===== src/rtl/noc_pkg.sv =====
// Shared types, packet field layout and small helpers for the NoC packetizer.
package noc_pkg;

    localparam int PKT_W     = 13;
    localparam int PAYLOAD_W = 8;

    localparam int TYPE_MSB = 12;
    localparam int TYPE_LSB = 11;
    localparam int EOF_BIT  = 10;
    localparam int SEQ_MSB  = 9;
    localparam int SEQ_LSB  = 8;

    typedef enum logic [1:0] {
        PKT_DATA = 2'b00,
        PKT_CTRL = 2'b01,
        PKT_RESP = 2'b10
    } pkt_type_e;

    typedef enum logic {
        PZ_IDLE  = 1'b0,
        PZ_BURST = 1'b1
    } pz_state_e;

    // Channel order is data -> ctrl -> resp -> data.
    function automatic logic [1:0] next_ch(input logic [1:0] ch);
        case (ch)
            2'd0:    next_ch = 2'd1;
            2'd1:    next_ch = 2'd2;
            default: next_ch = 2'd0;
        endcase
    endfunction

    function automatic logic [1:0] onehot_to_ch(input logic [2:0] oh);
        if (oh[1])      onehot_to_ch = 2'd1;
        else if (oh[2]) onehot_to_ch = 2'd2;
        else            onehot_to_ch = 2'd0;
    endfunction

    function automatic logic [PKT_W-1:0] make_pkt(
        input pkt_type_e            t,
        input logic                 eof,
        input logic [1:0]           seq,
        input logic [PAYLOAD_W-1:0] payload
    );
        logic [PKT_W-1:0] p;
        p                    = '0;
        p[TYPE_MSB:TYPE_LSB] = t;
        p[EOF_BIT]           = eof;
        p[SEQ_MSB:SEQ_LSB]   = seq;
        p[PAYLOAD_W-1:0]     = payload;
        return p;
    endfunction

endpackage


===== src/rtl/noc_rr_arbiter.sv =====
// Three-way round-robin arbiter; the pointer moves past the winner only on advance_i.
module noc_rr_arbiter
    import noc_pkg::*;
(
    input  logic       clk,
    input  logic       rst,
    input  logic [2:0] req_i,
    input  logic       advance_i,
    input  logic [1:0] winner_i,
    output logic [2:0] grant_o
);

    logic [1:0] ptr_q, ptr_d;
    logic [1:0] idx;
    logic       found;

    always_comb begin
        grant_o = '0;
        idx     = ptr_q;
        found   = 1'b0;
        for (int i = 0; i < 3; i++) begin
            if (!found && req_i[idx]) begin
                grant_o[idx] = 1'b1;
                found        = 1'b1;
            end
            idx = next_ch(idx);
        end
    end

    assign ptr_d = advance_i ? next_ch(winner_i) : ptr_q;

    always_ff @(posedge clk or negedge rst) begin
        if (!rst) begin
            ptr_q <= 2'd0;
        end else begin
            ptr_q <= ptr_d;
        end
    end

endmodule


===== src/rtl/noc_packetizer.sv =====
// Packs three byte channels into 13-bit router packets, frame-granular round-robin.
// Optional mid-frame stall timeout is enabled with NOC_PKT_TIMEOUT_EN.
//
// state    | meaning
// PZ_IDLE  | no frame open; pick next channel from the arbiter
// PZ_BURST | frame open on ch_q; forward its beats until last (or timeout)
module noc_packetizer
    import noc_pkg::*;
#(
    parameter int unsigned TIMEOUT_CYCLES = 16
) (
    input  logic             clk,
    input  logic             rst,
    input  logic [7:0]       data_in,
    input  logic             data_last,
    input  logic             data_in_valid,
    output logic             data_in_ready,
    input  logic [7:0]       ctrl_in,
    input  logic             ctrl_last,
    input  logic             ctrl_in_valid,
    output logic             ctrl_in_ready,
    input  logic [7:0]       resp_in,
    input  logic             resp_last,
    input  logic             resp_in_valid,
    output logic             resp_in_ready,
    output logic [PKT_W-1:0] packet,
    output logic             src_valid,
    input  logic             src_ready,
    output logic             err_timeout
);

    if (TIMEOUT_CYCLES < 2 || TIMEOUT_CYCLES > 255) begin : g_param_chk
        $error("noc_packetizer: TIMEOUT_CYCLES must be within 2..255");
    end

    pz_state_e        state_q;
    logic [1:0]       ch_q;
    logic [PKT_W-1:0] pkt_q;
    logic             vld_q;
    logic [2:0][1:0]  seq_q;

    logic [2:0]           req;
    logic [2:0]           grant;
    logic                 sel_valid;
    logic                 sel_last;
    logic [PAYLOAD_W-1:0] sel_data;
    logic                 out_free;
    logic                 burst_rdy;
    logic                 in_hs;
    logic                 tmo_fire;
    logic                 frame_end;

    assign req = {resp_in_valid, ctrl_in_valid, data_in_valid};

    always_comb begin
        sel_valid = 1'b0;
        sel_last  = 1'b0;
        sel_data  = '0;
        case (ch_q)
            2'd0: begin
                sel_valid = data_in_valid;
                sel_last  = data_last;
                sel_data  = data_in;
            end
            2'd1: begin
                sel_valid = ctrl_in_valid;
                sel_last  = ctrl_last;
                sel_data  = ctrl_in;
            end
            2'd2: begin
                sel_valid = resp_in_valid;
                sel_last  = resp_last;
                sel_data  = resp_in;
            end
            default: ;
        endcase
    end

    // Output register accepts a new beat when empty or being drained this cycle.
    assign out_free  = ~vld_q | src_ready;
    assign burst_rdy = (state_q == PZ_BURST) & out_free;
    assign in_hs     = burst_rdy & sel_valid;
    assign frame_end = (in_hs & sel_last) | tmo_fire;

    assign data_in_ready = burst_rdy & (ch_q == 2'd0);
    assign ctrl_in_ready = burst_rdy & (ch_q == 2'd1);
    assign resp_in_ready = burst_rdy & (ch_q == 2'd2);

    assign packet    = pkt_q;
    assign src_valid = vld_q;

    noc_rr_arbiter u_arb (
        .clk       (clk),
        .rst       (rst),
        .req_i     (req),
        .advance_i (frame_end),
        .winner_i  (ch_q),
        .grant_o   (grant)
    );

`ifdef NOC_PKT_TIMEOUT_EN
    localparam logic [7:0] TMO_LAST = 8'(TIMEOUT_CYCLES - 1);

    logic [7:0] tmo_cnt_q;
    logic       err_q;

    // Fires on the TIMEOUT_CYCLES-th consecutive stalled cycle, once the output slot is free.
    assign tmo_fire    = (state_q == PZ_BURST) & ~sel_valid & out_free & (tmo_cnt_q >= TMO_LAST);
    assign err_timeout = err_q;

    always_ff @(posedge clk or negedge rst) begin
        if (!rst) begin
            tmo_cnt_q <= '0;
            err_q     <= 1'b0;
        end else begin
            err_q <= tmo_fire;
            if (state_q != PZ_BURST || in_hs || tmo_fire) begin
                tmo_cnt_q <= '0;
            end else if (!sel_valid && tmo_cnt_q < TMO_LAST) begin
                tmo_cnt_q <= tmo_cnt_q + 8'd1;
            end
        end
    end
`else
    assign tmo_fire    = 1'b0;
    assign err_timeout = 1'b0;
`endif

    always_ff @(posedge clk or negedge rst) begin
        if (!rst) begin
            state_q <= PZ_IDLE;
            ch_q    <= 2'd0;
            pkt_q   <= '0;
            vld_q   <= 1'b0;
            seq_q   <= '0;
        end else begin
            if (src_ready) begin
                vld_q <= 1'b0;
            end
            case (state_q)
                PZ_IDLE: begin
                    if (|req) begin
                        ch_q    <= onehot_to_ch(grant);
                        state_q <= PZ_BURST;
                    end
                end
                PZ_BURST: begin
                    if (in_hs) begin
                        pkt_q <= make_pkt(pkt_type_e'(ch_q), sel_last, seq_q[ch_q], sel_data);
                        vld_q <= 1'b1;
                    end else if (tmo_fire) begin
                        pkt_q <= make_pkt(pkt_type_e'(ch_q), 1'b1, seq_q[ch_q], 8'hFF);
                        vld_q <= 1'b1;
                    end
                    if (frame_end) begin
                        seq_q[ch_q] <= seq_q[ch_q] + 2'd1;
                        state_q     <= PZ_IDLE;
                    end
                end
                default: state_q <= PZ_IDLE;
            endcase
        end
    end

endmodule


===== config.mk =====
export PLATFORM = sky130hd
export DESIGN_NAME = noc_packetizer
export DESIGN_NICKNAME = d
export VERILOG_FILES = /design/src/rtl/noc_pkg.sv /design/src/rtl/noc_rr_arbiter.sv /design/src/rtl/noc_packetizer.sv
export SDC_FILE = /design/constraint.sdc
export NUM_CORES = 1
export LEC_CHECK = 0
export CORE_ASPECT_RATIO = 1.1
export CORE_MARGIN = 3
export CORE_UTILIZATION = 43
export CTS_CLUSTER_SIZE = 30
export DETAILED_ROUTE_END_ITERATION = 16
export PLACE_DENSITY = 0.86
export SLEW_MARGIN = 40
export SYNTH_ARGS = -nofsm -noshare
export SYNTH_HDL_FRONTEND = slang
export SYNTH_SLANG_ARGS = --single-unit

===== constraint.sdc =====
create_clock -name clk -period 2.2 [get_ports clk]
set_input_delay 0.66 -clock clk [delete_from_list [all_inputs] [get_ports clk]]
set_output_delay 0.66 -clock clk [all_outputs]
set_load 0.005 [all_outputs]

### Word level (Yosys, flattened, before mapping)

Cells that the tools add are included.

| word-level totals | value |
|---|---|
| input bits | 33 |
| register bits | 25 |
| output and inout bits | 18 |

| operators by class | value |
|---|---|
| mux-type cells | 36 |
| add/subtract/negate cells | 1 |
| reduce and logical (&&, ||, !) cells | 15 |
| bitwise operators | 11 |
| $lt $le $gt $ge | 8 |
| equality and inequality tests | 4 |

Operators with widths:

| operator | number |
|---|---|
| 8-bit case mux with 3 select lines | 1 |
| 1-bit two-way mux | 13 |
| 2-bit by 3-bit < comparator with 1-bit output (second input constant) | 4 |
| 2-bit case mux with 2 select lines | 3 |
| 3-bit two-way mux | 3 |
| 2-bit by 1-bit >= comparator with 1-bit output (second input constant) | 4 |
| 2-bit two-way mux | 4 |
| 1-bit bitwise AND | 6 |
| 1-bit binary-select mux with 2-bit select | 3 |
| 6-bit bitwise mux | 1 |
| 1-bit demux with 2-bit select | 3 |
| 2-bit by 1-bit == test with 1-bit output (second input constant) | 3 |
| 1-bit logical AND | 6 |
| 2-bit logical NOT | 3 |
| 3-bit OR | 2 |
| 1-bit case mux with 3 select lines | 2 |
| 2-bit AND reduction | 3 |
| 2-bit binary-select mux with 2-bit select | 1 |
| 2-bit demux with 2-bit select | 1 |
| 3-bit OR reduction | 1 |
| 2-bit by 1-bit adder with 2-bit output (second input constant) | 1 |
| 2-bit == test (second input constant) | 1 |
| 1-bit logical NOT | 2 |
| 1-bit inverter | 2 |
| other kinds (2) | 2 |

### Depth between registers and ports, before layout

| depth | value |
|---|---|
| word-level depth | 12 |
| gate-level depth with buffers | 9 |

### Modules after synthesis

A second synthesis with hierarchy kept.

| unflattened totals | value |
|---|---|
| cell total of the unflattened synthesis | 135 |
| area, all modules | 1411.4 µm² |

By module, submodules not included:

| module | area an instance (µm²) | instances | cells an instance |
|---|---|---|---|
| noc_packetizer | 1268.7 | 1 | 118 |
| noc_rr_arbiter | 142.6 | 1 | 17 |

### Worst setup path before layout

OpenSTA, ideal clock, no wires.

| path | value |
|---|---|
| kind | in2reg |
| from | input port resp_in_valid |
| to | register seq_q[1] (netlist name) |
| arrival | 1.895 ns |
| required time | 2.073 ns |
| path slack | 0.178 ns |
| library setup time | 0.127 ns |
| cell stages on the path | 5 |
| buffers on the path | 0 |
| cell sequence | mux2i_1 -> or2_0 -> a21o_1 -> or4b_4 -> mux2_1 |

| on the way | value |
|---|---|
| longest elaborated chain between the ends | 4 |

Ends and longest elaborated chain:

| item | RTL line | source |
|---|---|---|
| from (decl) | noc_packetizer.sv:24 | `input logic resp_in_valid,` |
| 1-bit case mux with 3 select lines | noc_packetizer.sv:59 | `case (ch_q)` |
| 1-bit bitwise AND | noc_packetizer.sv:82 | `assign in_hs = burst_rdy & sel_valid;` |
| 1-bit bitwise AND | noc_packetizer.sv:83 | `assign frame_end = (in_hs & sel_last) \| tmo_fire;` |
| 2-bit AND reduction (no source line) | -- |  |
| to (signal, indexed assignment) | noc_packetizer.sv:156 | `seq_q[ch_q] <= seq_q[ch_q] + 2'd1;` |
| to (decl) | noc_packetizer.sv:40 | `logic [2:0][1:0] seq_q;` |

No other way between the ends.
A chain may end at the register's enable or synchronous reset.

### Worst setup path after layout

| path | value |
|---|---|
| from | register ch_q[0] |
| to | output port resp_in_ready |

| on the way | value |
|---|---|
| longest elaborated chain between the ends | 2 |

Ends and longest elaborated chain:

| item | RTL line | source |
|---|---|---|
| from (decl) | noc_packetizer.sv:37 | `logic [1:0] ch_q;` |
| from (signal assigned) | noc_packetizer.sv:143 | `ch_q <= onehot_to_ch(grant);` |
| 2-bit == test | noc_packetizer.sv:87 | `assign resp_in_ready = burst_rdy & (ch_q == 2'd2);` |
| 1-bit bitwise AND | noc_packetizer.sv:87 |  |
| to (decl) | noc_packetizer.sv:25 | `output logic resp_in_ready,` |

No other way between the ends.

==> summary.txt <==
Worst setup path
  – Slowest CP cell: dfrtp_2
  – Worst-path cell chain: nand2b_1 -> nor2_2 -> dlygate4sd2_1
  – Cell family with most CP delay: flip-flops
  – Crit. End Element: output pin
  – WP data arrival: 1.45 ns
  – Critical Path Start Type: flop
  – Worst Path Required: 1.54 ns
  – Crit path largest cell delay: 0.52 ns
  – Critical path type: reg2out
  – Critical Path Fanout Max: 12
  – Worst Path Buf+Inv: 1

Synth
  – Post-Synthesis Cells: 137
  – Post-synthesis sequential area ratio: 0.489
  – Syn Std Cell Area: 1280 um^2
  – Mean Syn Cell Area: 9.34 um^2
  – Post-Syn Nets: 170
  – Synth cell types: 23
  – Synthesis-stage register bit count: 25
  – Synth Warn #: 0

Clocking
  – Total CTS buffers: 3
  – Reg clk slew, reported paths: 0.15 ns
  – Root Buffer: clkbuf_4
  – CTS tree: yes
  – Clk sinks: 25
  – CTS Hold Bufs: 0
  – CTS max path bufs: 2
  – Worst skew pair latency: 0.33 ns
  – H-tree depth: 1

STA
  – Period utilization: 0.958
  – Clock period minus worst slack: 2.11 ns
  – Final worst slack: 0.0926 ns
  – Hold slack: 0.484 ns
  – Setup violators final: 0
  – Slew Limit Fails: 0
  – FMAX: 0.475 GHz
  – Unrepaired setup endpoints after global routing: no
  – Clock Skew: 0.0151 ns
  – Fin. Hold Viols: 0

Route
  – Via density: 5.23
  – Starting DRT DRC Count: 32
  – Final wirelength: 3220 um
  – DRC viols: 0
  – First-pass iteration count of the detailed router: 4
  – Routed length per instance: 14.0 um
  – Via count: 1202
  – Routed Antenna Nets: 0

Placement
  – Final Wtd Congestion: 0.812
  – Pre-CTS setup slack: -0.541 ns
  – Hpwl dp: 2570 um
  – I/O Buffers: 49

Global routing
  – Vias in the first global route: 1264
  – Gr busiest metal: met2
  – Met3 usage: 0.0389
  – Total gr overflow: 0
  – First-pass GRT wire length: 5440 um
  – Largest net degree at the start of global routing: 26
  – GR Layer Usage met2: 0.347
  – Grt met1 use: 0.203
  – Antenna violations before repair: 0
  – Gr usage total: 0.187

Power and ir drop
  – Power Dens Cells: 1220 nW/um^2
  – Clk pwr share: 0.092
  – Net switching power: 0.910 mW
  – Combinational fraction of design power: 0.546
  – Final Total Pwr: 2.37 mW
  – Switching Fraction: 0.384
  – LEAKAGE: 0.891 nW
  – Internal power: 1.46 mW
  – Worst IR Drop VDD: 0.000806 V
  – Seq pwr share: 0.362

Finish
  – Layout cells sized above 1: 0.173
  – Area added between synthesis and finish: 51.9%
  – Commonest non-fill, non-tap cells in the layout: clkdlybuf4s50_1 (43), dfrtp_1 (23), nand2_1 (19)
  – Diode count: 0
  – NumNets Final: 231
  – Fill cells: 230
  – Commonest non-fill, non-tap cell in the layout: clkdlybuf4s50_1
  – Final Core Density: 0.694
  – Footprint of the multi-input gates: 623 um^2
  – Register area: 628 um^2

Run status
  – Status: completed

Floorplan
  – Die area: 3670 um^2
  – Row count: 20
  – Die Ht: 63.2 um
  – Core area: 2800 um^2
  – Starting Density: 0.457
  – Die W: 58.0 um
  – # IOs: 51

Worst hold path
  – Min-Delay Path Class: reg2reg

Flow run
  – Max-Cap Viols: 0
metal layers:
metal	routed length, um	share of wire	vias up
met3	209	0.065	8
met2	1750	0.54	46
met4	46	0.014	0
li1	-	-	583
met1	1210	0.38	565
met5	0	0	-
metrics by stage:
step / TNS, ns / instance area [um^2] / cells
floorplan: 0 / 1280 / 137
global placement: -4.94 / 1880 / 225
detailed placement: -5.62 / 1880 / 225
CTS: 0 / 1930 / 230
global route: 0 / 1940 / 230
finish: 0 / 1940 / 230
cells by family (layout without fill, tap and decap cells):
| logic type | Yosys count | in the layout | share of synthesized area |
|---|---|---|---|
| compound gates | 31 | 31 | 0.130 |
| xor+xnor | 4 | 4 | 0.0274 |
| buf+inv | 13 | 73 | 0.0498 |
| simple gates | 45 | 45 | 0.156 |
| flops | 25 | 25 | 0.489 |
| mux | 18 | 18 | 0.145 |
| other cells | 1 | 1 | 0.00293 |
Yosys cell counts:
| cell type | count | share of area |
|---|---|---|
| buf_4 | 2 | 0.012 |
| xor2_1 | 4 | 0.027 |
| nand2b_1 | 3 | 0.015 |
| a21boi_0 | 1 | 0.0059 |
| nor2_1 | 13 | 0.038 |
| a21oi_1 | 11 | 0.043 |
| a311oi_1 | 1 | 0.0068 |
| nor3_1 | 5 | 0.020 |
| o21ai_0 | 16 | 0.063 |
| or2_2 | 1 | 0.0049 |
| clkbuf_1 | 6 | 0.018 |
| or2_0 | 1 | 0.0049 |
| nor2b_1 | 1 | 0.0049 |
| nand2_1 | 20 | 0.059 |
| buf_6 | 1 | 0.0088 |
| inv_1 | 4 | 0.012 |
| or4b_4 | 1 | 0.011 |
| conb_1 | 1 | 0.0029 |
| mux2i_1 | 14 | 0.11 |
| mux2_1 | 1 | 0.0088 |
| dfrtp_1 | 25 | 0.49 |
| a21o_1 | 2 | 0.012 |
| mux2_2 | 3 | 0.026 |
area by class of cell:
cell class	count	area share
inverter	4	0.00772
sequential	25	0.323
clock buffer	3	0.0116
multi-input combinational	99	0.320
clock inverter	1	0.00386
timing repair buffer	65	0.312
tap	33	0.0212
power by group through the flow:
stage | registers, mW | clock network (mW) | logic [mW]
finish | 0.858 | 0.217 | 1.29
global route | 0.894 | 0.239 | 1.44
CTS | 0.859 | 0.221 | 1.29
detailed placement | 0.858 | 0 | 1.26
global placement | 0.845 | 0 | 1.22
floorplan | 0.803 | 0 | 0.692
path summary, 6_finish.rpt:
kind | start | to | slack, ns | cells after the start
min | seq_q[2]$_DFFE_PN0P_ | seq_q[2]$_DFFE_PN0P_ | 0.48 | 1
min reg2reg | seq_q[2]$_DFFE_PN0P_ | seq_q[2]$_DFFE_PN0P_ | 0.48 | 1
max | ch_q[0]$_DFFE_PN0P_ | resp_in_ready | 0.09 | 3
max in group asynchronous | rst | packet[12]$_DFFE_PN0P_ | 1.27 | 2
min in group asynchronous | rst | packet[8]$_DFFE_PN0P_ | 0.67 | 2
max reg2reg | ch_q[1]$_DFFE_PN0P_ | seq_q[1]$_DFFE_PN0P_ | 0.26 | 5
registers in the layout (all words and copies together), names as in the netlist:
signal / flops
seq_q: 6
state_q: 1
src_valid: 1
u_arb.ptr_q: 2
packet: 13
ch_q: 2
repair_timing:
item,in CTS,in global routing
pin swaps,2,0
resized for setup,14,5
setup endpoints to repair,8,5
setup buffers,1,0
No activity file was read; power rests on OpenSTA's default activity.
